**config.mk**
```make
export PLATFORM = sky130hd
export DESIGN_NAME = cmd_issuer_flat
export DESIGN_NICKNAME = d
export VERILOG_FILES = /design/src/rtl/cmd_issuer_pkg.sv /design/src/rtl/cmd_issuer_if.sv /design/src/rtl/cmd_issuer_fifo.sv /design/src/rtl/cmd_issuer.sv /design/src/flat_wrapper.sv
export SDC_FILE = /design/constraint.sdc
export NUM_CORES = 1
export LEC_CHECK = 0
export CAP_MARGIN = 30
export CORE_MARGIN = 1
export CORE_UTILIZATION = 60
export DETAILED_ROUTE_END_ITERATION = 12
export GPL_TIMING_DRIVEN = 0
export PLACE_DENSITY = 0.82
export SYNTH_ARGS = -nofsm -noshare
export SYNTH_HDL_FRONTEND = slang
export SYNTH_SLANG_ARGS = --single-unit
export TNS_END_PERCENT = 1
```
**constraint.sdc**
```tcl
create_clock -name i_pix_clk -period 7.1 [get_ports i_pix_clk]
set_input_delay 1.775 -clock i_pix_clk [delete_from_list [all_inputs] [get_ports i_pix_clk]]
set_output_delay 1.775 -clock i_pix_clk [all_outputs]
set_load 0.02 [all_outputs]
```
**src/rtl/cmd_issuer_pkg.sv**
```systemverilog
// Shared definitions for the display command issuer.
//   CMD_SYNC_BYTE : frame sync marker preceding every 4-byte payload
//   CMD_WORD_W    : assembled command word width
//   CMD_BYTES     : payload bytes per frame
//   rx_state_t    : receive framer state encoding
package cmd_issuer_pkg;

  localparam logic [7:0] CMD_SYNC_BYTE = 8'hA5;
  localparam int         CMD_WORD_W    = 32;
  localparam int         CMD_BYTES     = 4;

  typedef enum logic [2:0] {
    ST_HUNT = 3'd0,
    ST_B0   = 3'd1,
    ST_B1   = 3'd2,
    ST_B2   = 3'd3,
    ST_B3   = 3'd4,
    ST_PUSH = 3'd5
  } rx_state_t;

  function automatic logic is_payload(input rx_state_t s);
    return (s == ST_B0) || (s == ST_B1) || (s == ST_B2) || (s == ST_B3);
  endfunction

endpackage

```
**src/rtl/cmd_issuer_if.sv**
```systemverilog
// Host byte stream and render-side command strobe bundled together.
//   byte_data/byte_valid : host -> issuer, byte offered this cycle
//   byte_ready           : issuer -> host, byte taken when valid & ready
//   cmd_clk/cmd_data     : issuer -> render block, one-cycle command strobe
// modport master : host / render side (test environment)
// modport slave  : cmd_issuer
interface cmd_issuer_if;
  import cmd_issuer_pkg::*;

  logic [7:0]            byte_data;
  logic                  byte_valid;
  logic                  byte_ready;
  logic                  cmd_clk;
  logic [CMD_WORD_W-1:0] cmd_data;

  modport master (
    output byte_data, byte_valid,
    input  byte_ready, cmd_clk, cmd_data
  );

  modport slave (
    input  byte_data, byte_valid,
    output byte_ready, cmd_clk, cmd_data
  );

endinterface

```
**src/rtl/cmd_issuer_fifo.sv**
```systemverilog
// cmd_fifo: synchronous FIFO for assembled command words.
//   i_clk/i_rst       : clock, synchronous active-high reset (flushes)
//   i_push/i_wdata    : write request; ignored when full unless popping
//   i_pop/o_rdata     : o_rdata is the head; i_pop removes it
//   o_full/o_empty    : status
//   o_level           : words held, 0..DEPTH
// DEPTH must be a power of two so the pointers wrap naturally.
module cmd_fifo #(
  parameter int WIDTH = 32,
  parameter int DEPTH = 8
) (
  input  logic                   i_clk,
  input  logic                   i_rst,
  input  logic                   i_push,
  input  logic [WIDTH-1:0]       i_wdata,
  input  logic                   i_pop,
  output logic [WIDTH-1:0]       o_rdata,
  output logic                   o_full,
  output logic                   o_empty,
  output logic [$clog2(DEPTH):0] o_level
);

  localparam int PW = $clog2(DEPTH);
  localparam int LW = PW + 1;

  logic [WIDTH-1:0] r_mem [DEPTH];
  logic [PW-1:0]    r_wptr;
  logic [PW-1:0]    r_rptr;
  logic [LW-1:0]    r_level;
  logic             w_do_push;
  logic             w_do_pop;

  // A pop in the same cycle frees the slot, so a full FIFO still accepts.
  assign w_do_pop  = i_pop & ~o_empty;
  assign w_do_push = i_push & (~o_full | w_do_pop);

  assign o_rdata = r_mem[r_rptr];
  assign o_full  = (r_level == LW'(DEPTH));
  assign o_empty = (r_level == '0);
  assign o_level = r_level;

  always_ff @(posedge i_clk) begin
    if (w_do_push) r_mem[r_wptr] <= i_wdata;
  end

  always_ff @(posedge i_clk) begin
    if (i_rst) begin
      r_wptr  <= '0;
      r_rptr  <= '0;
      r_level <= '0;
    end else begin
      if (w_do_push) r_wptr <= r_wptr + PW'(1);
      if (w_do_pop)  r_rptr <= r_rptr + PW'(1);
      case ({w_do_push, w_do_pop})
        2'b10:   r_level <= r_level + LW'(1);
        2'b01:   r_level <= r_level - LW'(1);
        default: r_level <= r_level;
      endcase
    end
  end

endmodule

```
**src/rtl/cmd_issuer.sv**
```systemverilog
// cmd_issuer: assembles framed host bytes (A5, b0, b1, b2, b3) into 32-bit
// command words, buffers them and issues each as a one-cycle strobe.
//   i_pix_clk     : sole clock
//   i_rst         : synchronous active-high reset
//   bus           : byte stream in, command strobe out (cmd_issuer_if.slave)
//   i_blank       : display blanking, 1 = outside active video
//   i_clr_status  : clears the sticky flags (a same-cycle set wins)
//   o_fifo_level  : words buffered
//   o_overflow    : sticky, a complete frame was dropped on a full FIFO
//   o_frame_err   : sticky, a partial frame was discarded by timeout
// Build option: CMD_BLANK_GATE_EN restricts strobes to i_blank = 1.
//
// state   | meaning
// --------+-----------------------------------------------
// HUNT    | discarding bytes until the sync byte A5
// B0..B3  | collecting payload byte 0..3 (LSB first)
// PUSH    | one cycle writing the word; byte_ready low
module cmd_issuer
  import cmd_issuer_pkg::*;
#(
  parameter int FIFO_DEPTH  = 8,
  parameter int ISSUE_GAP   = 4,
  parameter int TIMEOUT_CYC = 1023
) (
  input  logic         i_pix_clk,
  input  logic         i_rst,
  cmd_issuer_if.slave  bus,
  input  logic         i_blank,
  input  logic         i_clr_status,
  output logic [6:0]   o_fifo_level,
  output logic         o_overflow,
  output logic         o_frame_err
);

  localparam int TW = $clog2(TIMEOUT_CYC + 1);
  localparam int LW = $clog2(FIFO_DEPTH) + 1;

  rx_state_t             r_state;
  rx_state_t             w_state_nxt;
  logic [CMD_WORD_W-1:0] r_word;
  logic [TW-1:0]         r_idle;
  logic [7:0]            r_gap;
  logic [CMD_WORD_W-1:0] r_cmd_last;
  logic                  r_overflow;
  logic                  r_frame_err;
  logic                  w_accept;
  logic                  w_payload;
  logic                  w_timeout;
  logic                  w_push;
  logic                  w_fire;
  logic                  w_drop;
  logic                  w_gate;
  logic                  w_full;
  logic                  w_empty;
  logic [CMD_WORD_W-1:0] w_head;
  logic [LW-1:0]         w_level;

`ifdef CMD_BLANK_GATE_EN
  assign w_gate = i_blank;
`else
  logic w_unused_blank;
  assign w_unused_blank = i_blank;
  assign w_gate         = 1'b1;
`endif

  assign bus.byte_ready = (r_state != ST_PUSH);
  assign w_accept       = bus.byte_valid & bus.byte_ready;
  assign w_payload      = is_payload(r_state);
  assign w_timeout      = w_payload & ~w_accept & (r_idle == '0);

  // Reset is gated in so a stale non-empty FIFO cannot strobe during reset.
  assign w_fire = ~i_rst & ~w_empty & (r_gap == 8'd0) & w_gate;
  assign w_drop = w_push & w_full & ~w_fire;

  assign bus.cmd_clk  = w_fire;
  assign bus.cmd_data = w_fire ? w_head : r_cmd_last;
  assign o_fifo_level = 7'(w_level);
  assign o_overflow   = r_overflow;
  assign o_frame_err  = r_frame_err;

  always_ff @(posedge i_pix_clk) begin
    if (i_rst) r_state <= ST_HUNT;
    else       r_state <= w_state_nxt;
  end

  always_comb begin
    w_state_nxt = r_state;
    w_push      = 1'b0;
    case (r_state)
      ST_HUNT: if (w_accept && bus.byte_data == CMD_SYNC_BYTE) w_state_nxt = ST_B0;
      ST_B0:   if (w_accept) w_state_nxt = ST_B1; else if (w_timeout) w_state_nxt = ST_HUNT;
      ST_B1:   if (w_accept) w_state_nxt = ST_B2; else if (w_timeout) w_state_nxt = ST_HUNT;
      ST_B2:   if (w_accept) w_state_nxt = ST_B3; else if (w_timeout) w_state_nxt = ST_HUNT;
      ST_B3:   if (w_accept) w_state_nxt = ST_PUSH; else if (w_timeout) w_state_nxt = ST_HUNT;
      ST_PUSH: begin
        w_push      = 1'b1;
        w_state_nxt = ST_HUNT;
      end
      default: w_state_nxt = ST_HUNT;
    endcase
  end

  always_ff @(posedge i_pix_clk) begin
    if (i_rst) begin
      r_word      <= '0;
      r_idle      <= '0;
      r_gap       <= '0;
      r_cmd_last  <= '0;
      r_overflow  <= 1'b0;
      r_frame_err <= 1'b0;
    end else begin
      // Bytes shift in from the top so b0 ends up in the low byte.
      if (w_accept && w_payload) r_word <= {bus.byte_data, r_word[CMD_WORD_W-1:8]};

      if (w_accept)                       r_idle <= TW'(TIMEOUT_CYC - 1);
      else if (w_payload && r_idle != '0) r_idle <= r_idle - TW'(1);

      if (w_fire)              r_gap <= 8'(ISSUE_GAP - 1);
      else if (r_gap != 8'd0)  r_gap <= r_gap - 8'd1;

      if (w_fire) r_cmd_last <= w_head;

      r_overflow  <= w_drop    | (r_overflow  & ~i_clr_status);
      r_frame_err <= w_timeout | (r_frame_err & ~i_clr_status);
    end
  end

  cmd_fifo #(
    .WIDTH (CMD_WORD_W),
    .DEPTH (FIFO_DEPTH)
  ) u_fifo (
    .i_clk   (i_pix_clk),
    .i_rst   (i_rst),
    .i_push  (w_push),
    .i_wdata (r_word),
    .i_pop   (w_fire),
    .o_rdata (w_head),
    .o_full  (w_full),
    .o_empty (w_empty),
    .o_level (w_level)
  );

endmodule

```
**src/flat_wrapper.sv**
```systemverilog
// flat-port wrapper written by rule: the top's interface ports become plain ports
module cmd_issuer_flat import cmd_issuer_pkg::*;
#(
  parameter int FIFO_DEPTH  = 8,
  parameter int ISSUE_GAP   = 4,
  parameter int TIMEOUT_CYC = 1023
)
  (i_pix_clk, i_rst, i_blank, i_clr_status, o_fifo_level, o_overflow, o_frame_err, bus_byte_data, bus_byte_valid, bus_byte_ready, bus_cmd_clk, bus_cmd_data);
  cmd_issuer_if bus_i ();
  input  logic i_pix_clk;
  input  logic i_rst;
  input  logic i_blank;
  input  logic i_clr_status;
  output logic [6:0] o_fifo_level;
  output logic o_overflow;
  output logic o_frame_err;
  input wire logic [$bits(bus_i.byte_data)-1:0] bus_byte_data;
  input wire logic [$bits(bus_i.byte_valid)-1:0] bus_byte_valid;
  output wire logic [$bits(bus_i.byte_ready)-1:0] bus_byte_ready;
  output wire logic [$bits(bus_i.cmd_clk)-1:0] bus_cmd_clk;
  output wire logic [$bits(bus_i.cmd_data)-1:0] bus_cmd_data;
  assign bus_i.byte_data = bus_byte_data;
  assign bus_i.byte_valid = bus_byte_valid;
  assign bus_byte_ready = bus_i.byte_ready;
  assign bus_cmd_clk = bus_i.cmd_clk;
  assign bus_cmd_data = bus_i.cmd_data;
  cmd_issuer #(.FIFO_DEPTH(FIFO_DEPTH), .ISSUE_GAP(ISSUE_GAP), .TIMEOUT_CYC(TIMEOUT_CYC)) u_core (.i_pix_clk(i_pix_clk), .i_rst(i_rst), .bus(bus_i), .i_blank(i_blank), .i_clr_status(i_clr_status), .o_fifo_level(o_fifo_level), .o_overflow(o_overflow), .o_frame_err(o_frame_err));
endmodule
```
==> reports/qor.log, run 1 <==
qor: status.status finished, final reports clean
qor: yosys.post_synthesis_register_bit_count 356
qor: drt.total_number_of_vias 8264
qor: yosys.synth.cell_area 0.0138 mm²
qor: global_route.first_pass_grt_wire_length 46500 µm
qor: cts.clk_pin_slew_worst_paths 60 ps
qor: drt.detail-route-antenna-nets 0
qor: cts.tritoncts.num_buffers 36
qor: floorplan.full_die_area 0.0237 mm²
qor: power_and_ir_drop.ir_worst_vdd 0.000237 V
qor: cts.cts-root-buf sky130_fd_sc_hd__clkbuf_16
qor: yosys.synthesized_netlist_cell_count 910
qor: placement.post_dp_cell_area 0.0150 mm²
qor: layout.diodes 0
qor: global_route.grt_overflow_total 0
qor: placement.io_buffer_count 50
qor: drt.drt_iter0_drc 835
qor: floorplan.placementRows 55
qor: floorplan.die_y 154 µm
qor: layout.most-common-layout-cells sky130_fd_sc_hd__edfxtp_1, sky130_fd_sc_hd__dfxtp_1, sky130_fd_sc_hd__nor2_1, sky130_fd_sc_hd__nand2_1, sky130_fd_sc_hd__mux4_2
qor: yosys.synthFlopType sky130_fd_sc_hd__edfxtp_1
qor: global_route.grt_pass1_vias 8268
qor: global_route.grt_start_max_net_pins 23
qor: power_and_ir_drop.finalPower 4230 µW
qor: placement.final_weighted_congestion_in_routability_driven_placement 0.805
qor: timing.timing.final.crit_share 0.792
qor: critical_path.critical_path_source_type primary input
qor: drt.avgRoutedWirePerCell 22.1 µm
qor: timing.largest_clock_skew_in_the_final_design 23.4 ps
qor: timing.worst-slew-pin-transition 1060 ps
qor: drt.drt_drc_violations_left 0
qor: yosys.synth-edff-count 256
qor: global_route.number_of_antenna_violations_at_the_first_check_in_global_routing 0
qor: layout.area_delta_synth_final 17.1%
qor: hold_path.worst_hold_path_type flop to flop
qor: layout.mostFrequentLayoutCell sky130_fd_sc_hd__edfxtp_1
qor: yosys.async_flop_share 0
qor: drt.firstDrtPassIters 6
qor: floorplan.placeableCoreArea 0.0226 mm²
qor: cts.worst_skew_pair.late_latency 530 ps
qor: yosys.synth.yosys.seq_area_share 0.700
qor: critical_path.critical_path_arrival 3850 ps
qor: layout.fill_cells 1327
qor: placement.post-dp-hpwl 19100 µm
qor: floorplan.die_w 154 µm
qor: critical_path.worst-path-max-fanout 10
qor: yosys.synth_cell_types 62
qor: timing.setup_violations 0
qor: timing.final-hold-violation-count 0
qor: timing.rsz_0062_raised_after_global_routing no
qor: timing.achievable-frequency 178 MHz
qor: cts.clockBufferDepth 3
qor: global_route.grtUsageTotal 0.263
qor: power_and_ir_drop.p_per_area 261 mW/mm²
qor: critical_path.cp-end-kind output port
qor: layout.final_core_util 0.716
qor: cts.cts_resized 0
qor: cts.cts_post_setup_buffers_inserted 0
qor: layout.layout.area.seq 0.00969 mm²
qor: run.maxCapViolCount 0
qor: hold_path.hold-path-cell-count 2
qor: critical_path.critical_path_class primary input to output port
qor: drt.via_per_inst 6.17
qor: timing.setup_slack_after_layout 1480 ps
qor: cts.htree_num_levels 2
qor: power_and_ir_drop.static_power_due_to_leakage 0.00508 µW
qor: layout.drive_gt1_frac 0.188
qor: timing.slew_viol_final 0
qor: cts.cts_tree built
qor: drt.routed_wirelength 29600 µm
qor: placement.pre_cts_ws 1470 ps
qor: critical_path.worstRegToRegCells 9
qor: layout.post_layout_net_count 1049
qor: floorplan.io_pins 56
qor: yosys.synth_area_per_cell 15.2 µm²
qor: layout.final_area 0.0162 mm²
qor: cts.clock_sinks 356
qor: critical_path.critPathRequiredTime 5330 ps
qor: layout.multi_input_comb_area 0.00388 mm²
qor: timing.post_route_minimum_period 5620 ps
qor: cts.post_cts_hold_buffer_count 0
qor: timing.timing.max_slew.rel_slack 0.288
qor: yosys.yosysWarningCount 0
qor: floorplan.start_util 0.611
==> critical path, cell delays in order <==
cell and delay [ps]:
sky130_fd_sc_hd__clkbuf_1 170, sky130_fd_sc_hd__inv_1 140, sky130_fd_sc_hd__nand4_2 230, sky130_fd_sc_hd__buf_2 320, sky130_fd_sc_hd__a211oi_1 550, sky130_fd_sc_hd__nor2_1 90, sky130_fd_sc_hd__clkdlybuf4s50_1 570
==> final timing paths <==
| check | slack (ps) | to | startpoint |
|---|---|---|---|
| worst max-delay path | 1480 | bus_cmd_data[25] | i_rst |
| worst min-delay path | 470 | u_core.o_frame_err | u_core.o_frame_err |
| worst max register to register | 3690 | u_core.u_fifo.r_mem[4][16] | u_core.r_gap[0] |
| worst min register to register | 470 | u_core.o_frame_err | u_core.o_frame_err |
==> flip-flops by register name, indices dropped and copies added, names as in the netlist, named ones only <==
| register | count |
|---|---|
| u_core.o_overflow | 1 |
| u_core.r_state | 3 |
| u_core.o_frame_err | 1 |
| u_core.r_idle | 10 |
| u_core.u_fifo.r_mem | 256 |
| u_core.r_cmd_last | 32 |
| u_core.r_word | 32 |
| u_core.u_fifo.r_rptr | 3 |
| u_core.u_fifo.r_wptr | 3 |
| u_core.u_fifo.o_level | 4 |
| u_core.r_gap | 8 |
==> where the power goes <==
group	total, µW	switching [µW]	internal, µW	leakage (µW)
logic	121	68.3	53.0	0.00148
registers	2240	23.3	2220	0.00303
clock network	1870	783	1090	0.000575
total	4230	874	3360	0.00508
==> synthesized netlist by cell type (2+ instances only) <==
cell type | number | area [µm²]
sky130_fd_sc_hd__nand2_1 | 81 | 304
sky130_fd_sc_hd__a21oi_1 | 39 | 195
sky130_fd_sc_hd__or3_1 | 7 | 43.8
sky130_fd_sc_hd__buf_4 | 11 | 82.6
sky130_fd_sc_hd__and4_1 | 2 | 17.5
sky130_fd_sc_hd__a31oi_1 | 6 | 37.5
sky130_fd_sc_hd__ha_1 | 8 | 100
sky130_fd_sc_hd__nor2_1 | 83 | 312
sky130_fd_sc_hd__nand4_1 | 5 | 31.3
sky130_fd_sc_hd__nor4b_1 | 2 | 17.5
sky130_fd_sc_hd__nand3_1 | 6 | 30.0
sky130_fd_sc_hd__inv_2 | 2 | 7.51
sky130_fd_sc_hd__mux2_2 | 4 | 45.0
sky130_fd_sc_hd__buf_2 | 16 | 80.1
sky130_fd_sc_hd__nor4_1 | 4 | 25.0
sky130_fd_sc_hd__o21ai_0 | 8 | 40.0
sky130_fd_sc_hd__xnor2_1 | 4 | 35.0
sky130_fd_sc_hd__clkbuf_1 | 24 | 90.1
sky130_fd_sc_hd__xor2_1 | 3 | 26.3
sky130_fd_sc_hd__dfxtp_1 | 100 | 2000
sky130_fd_sc_hd__nor3b_1 | 3 | 22.5
sky130_fd_sc_hd__inv_1 | 14 | 52.6
sky130_fd_sc_hd__o31ai_1 | 3 | 22.5
sky130_fd_sc_hd__mux4_2 | 64 | 1440
sky130_fd_sc_hd__nand2b_1 | 2 | 12.5
sky130_fd_sc_hd__o31a_1 | 2 | 17.5
sky130_fd_sc_hd__nor2b_1 | 34 | 213
sky130_fd_sc_hd__nor3_1 | 41 | 205
sky130_fd_sc_hd__edfxtp_1 | 256 | 7690
sky130_fd_sc_hd__mux2i_1 | 4 | 40.0
sky130_fd_sc_hd__and3_1 | 2 | 12.5
sky130_fd_sc_hd__or4_1 | 5 | 37.5
sky130_fd_sc_hd__and2_1 | 2 | 12.5
sky130_fd_sc_hd__a211oi_1 | 35 | 263
==> layout make-up <==
class                           count  area share
Tap cell                          285      0.0220
Clock inverter                     20      0.0102
Multi-Input combinational cell    487       0.240
Clock buffer                       46      0.0624
Timing Repair Buffer               77      0.0481
Inverter                           16     0.00371
Sequential cell                   356       0.598
Buffer                             53      0.0161
==> metrics by stage <==
step           setup TNS [ps]  std cells  hold slack (ps)
4_1_cts                     0       1339              480
5_1_grt                     0       1340              502
3_5_place_dp                0       1273              472
2_1_floorplan               0        912              459
3_3_place_gp          -214060       1247              462
6_report                    0       1340              474
==> per-layer routing <==
metal | wire length (µm) | GRT usage | vias to the layer above
met5 | 0 | 0 | -
met1 | 12100 | 0.353 | 4110
met3 | 2050 | 0.0485 | 80
li1 | - | - | 3690
met4 | 778 | 0.0910 | 0
met2 | 14700 | 0.438 | 384
==> cell families after synthesis <==
logic type               Yosys count  share of synthesized area
AO/OA/AOI/OAI                    106                     0.0512
XOR/XNOR                           7                    0.00443
adder cells (fa/ha/maj)           10                    0.00940
buffers and inverters             69                     0.0232
flip-flops                       356                      0.700
multiplexers                      72                      0.110
other                              1                   0.000271
AND/OR/NAND/NOR                  289                      0.101
Power figures use the tool's default switching activity.
==> run 2, diff against run 1 <==
Clock period 7.1 ns to 5.4 ns, I/O delays scaled along.
==> run 2 against run 1 <==
  * Via count decreased by 0.33%
  * Utilization decreased by 0.10 points
  * Critical path depth unchanged
  * Total power increased by 30%
  * Combinational power increased by 32%
  * Cell count decreased by 0.30%
  * Sequential cell count unchanged
  * Wire length decreased by 0.32%
  * Critical path type unchanged
  * Largest power group unchanged
  * Highest routed layer unchanged
==> reports/qor.log, run 2 (synthesis gave the netlist of run 1 again) <==
qor: floorplan.placementRows 55 [unchanged]
qor: placement.post-dp-hpwl 19400 µm [+1.6%]
qor: drt.drt_drc_violations_left 0 [unchanged]
qor: cts.clockBufferDepth 3 [unchanged]
qor: layout.area_delta_synth_final 16.9%
qor: power_and_ir_drop.finalPower 5500 µW [+30%]
qor: critical_path.critPathRequiredTime 4050 ps [-1280 ps]
qor: floorplan.die_y 154 µm [unchanged]
qor: cts.worst_skew_pair.late_latency 510 ps [-20 ps]
qor: global_route.grt_pass1_vias 8238 [-0.36%]
qor: layout.drive_gt1_frac 0.181 [-0.00690]
qor: cts.cts_resized 0 [unchanged]
qor: drt.total_number_of_vias 8237 [-0.33%]
qor: timing.worst-slew-pin-transition 890 ps [-168 ps]
qor: critical_path.worst-path-max-fanout 10 [unchanged]
qor: cts.cts_post_setup_buffers_inserted 0 [unchanged]
qor: placement.io_buffer_count 50 [unchanged]
qor: power_and_ir_drop.ir_worst_vdd 0.000314 V [+33%]
qor: status.status finished, final reports clean
qor: cts.htree_num_levels 2 [unchanged]
qor: run.maxCapViolCount 0 [unchanged]
qor: layout.mostFrequentLayoutCell sky130_fd_sc_hd__edfxtp_1
qor: layout.final_core_util 0.715 [-0.00105]
qor: drt.routed_wirelength 29500 µm [-0.32%]
qor: floorplan.full_die_area 0.0237 mm² [unchanged]
qor: layout.registers.top_by_ff_count u_core.u_fifo.r_mem
qor: global_route.number_of_antenna_violations_at_the_first_check_in_global_routing 0 [unchanged]
qor: drt.avgRoutedWirePerCell 22.1 µm [about the same]
qor: critical_path.critical_path_arrival 3470 ps [-380 ps]
qor: timing.achievable-frequency 207 MHz
qor: placement.final_weighted_congestion_in_routability_driven_placement 0.798 [-0.88%]
qor: timing.setup_violations 0 [unchanged]
qor: cts.cts-root-buf sky130_fd_sc_hd__clkbuf_16
qor: global_route.first_pass_grt_wire_length 45900 µm [-1.1%]
qor: global_route.grt_start_max_net_pins 23 [unchanged]
qor: layout.post_layout_net_count 1047 [-0.19%]
qor: layout.diodes 0 [unchanged]
qor: layout.post_layout_nonfiller_instances 1336 [-0.30%]
qor: cts.clk_pin_slew_worst_paths 60 ps [about the same]
qor: cts.cts_tree built
qor: floorplan.placeableCoreArea 0.0226 mm² [unchanged]
qor: cts.tritoncts.num_buffers 36 [unchanged]
qor: floorplan.io_pins 56 [unchanged]
qor: floorplan.die_w 154 µm [unchanged]
qor: drt.detail-route-antenna-nets 0 [unchanged]
qor: layout.biggest_regs u_core.u_fifo.r_mem x256, u_core.r_cmd_last x32, u_core.r_word x32
qor: drt.drt_iter0_drc 789 [-5.5%]
qor: layout.largest_reg_flops 256 [unchanged]
qor: drt.firstDrtPassIters 5 [-1]
qor: timing.rsz_0062_raised_after_global_routing no
qor: timing.post_route_minimum_period 4820 ps
qor: cts.clock_sinks 356 [unchanged]
qor: timing.timing.max_slew.rel_slack 0.401 [+0.113]
qor: power_and_ir_drop.static_power_due_to_leakage 0.00510 µW [+0.28%]
qor: critical_path.critical_path_class primary input to output port
qor: critical_path.cp-end-kind output port
qor: timing.final-hold-violation-count 0 [unchanged]
qor: floorplan.start_util 0.611 [unchanged]
qor: drt.via_per_inst 6.17 [about the same]
qor: hold_path.worst_hold_path_type flop to flop
qor: layout.most-common-layout-cells sky130_fd_sc_hd__edfxtp_1, sky130_fd_sc_hd__dfxtp_1, sky130_fd_sc_hd__nor2_1, sky130_fd_sc_hd__nand2_1, sky130_fd_sc_hd__mux4_2
qor: global_route.grt_overflow_total 0 [unchanged]
qor: cts.post_cts_hold_buffer_count 0 [unchanged]
qor: critical_path.path_cells clkbuf_1, inv_1, nand4_2, buf_1, a211oi_1, nor2_1, clkdlybuf4s50_1
qor: power_and_ir_drop.p_per_area 340 mW/mm² [+30%]
qor: critical_path.critical-path-max-stage-delay 610 ps [+40 ps]
qor: critical_path.critical_path_source_type primary input
qor: timing.slew_viol_final 0 [unchanged]
qor: timing.timing.final.crit_share 0.893
qor: layout.fill_cells 1332 [+0.38%]
qor: timing.largest_clock_skew_in_the_final_design 14.8 ps [-8.53 ps]
qor: placement.placedCellCount 1270 [-0.24%]
qor: critical_path.timing.critical_path.slowest_stage_cell sky130_fd_sc_hd__clkdlybuf4s50_1
qor: global_route.grtUsageTotal 0.261 [-0.00282]
## run 2: cell types whose count changed in the layout (fill, tap and decap cells not counted), sizes merged
| cell | previous run | this run |
|---|---|---|
| clkinv | 13 | 4 |
| clkbuf | 71 | 84 |
| clkinvlp | 3 | 0 |
| buf | 55 | 53 |
| inv | 18 | 16 |
| bufinv | 2 | 1 |
## run 2: final timing paths
| check | to | startpoint | cells past startpoint | slack, ps |
|---|---|---|---|---|
| max | bus_cmd_data[11] | i_rst | 7 | 580 |
| min | u_core.o_frame_err | u_core.o_frame_err | 2 | 510 |
| max reg2reg | u_core.u_fifo.r_mem[3][17] | u_core.r_gap[0] | 10 | 2120 |
| min reg2reg | u_core.o_frame_err | u_core.o_frame_err | 2 | 510 |
## run 2: final cells by class
type | count | area, µm² | share of cell area
inverter | 16 | 60.1 | 0.00371
clock inverter | 5 | 48.8 | 0.00301
buffer | 53 | 262 | 0.0162
sequential | 356 | 9690 | 0.599
tap | 285 | 357 | 0.0220
multi-input combinational | 487 | 3890 | 0.241
clock buffer | 59 | 1100 | 0.0679
timing repair buffer | 75 | 776 | 0.0479
## run 2: report_power, final
| part | internal (µW) | switching, µW | leakage, µW |
|---|---|---|---|
| Combinational | 69.5 | 90.9 | 0.00147 |
| Clock | 1440 | 962 | 0.000563 |
| Sequential | 2920 | 31.0 | 0.00307 |
| Total | 4420 | 1080 | 0.00510 |
## run 2: metal layers
metal,vias to the layer above,routed length (µm),track usage
met1,4104,11500,0.339
met5,-,0,0
met4,0,773,0.0881
met2,382,15100,0.443
li1,3682,-,-
met3,69,2130,0.0513
## run 2: critical path: cells and delay by family
| family | cells | cell delay, ps |
|---|---|---|
| and+or+nand+nor | 2 | 350 |
| AOI/OAI and AO/OA | 1 | 190 |
| buffers and inverters | 4 | 1590 |
## run 2: stage by stage
stage	setup WS [ps]	hold WS [ps]	setup TNS (ps)	cell area, µm²
finish	576	506	0	16200
global route	478	530	0	16200
CTS	579	504	0	16200
detailed placement	619	493	0	15000
global placement	-2900	463	-417300	14700
floorplan	-226	459	-14440	13900
==> run 3, diff against run 2 <==
Settings changed: ABC_CLOCK_PERIOD_IN_PS set to 5400.
==> results of run 3 <==
Final layout, timing and power as in run 2 (identical DEF).
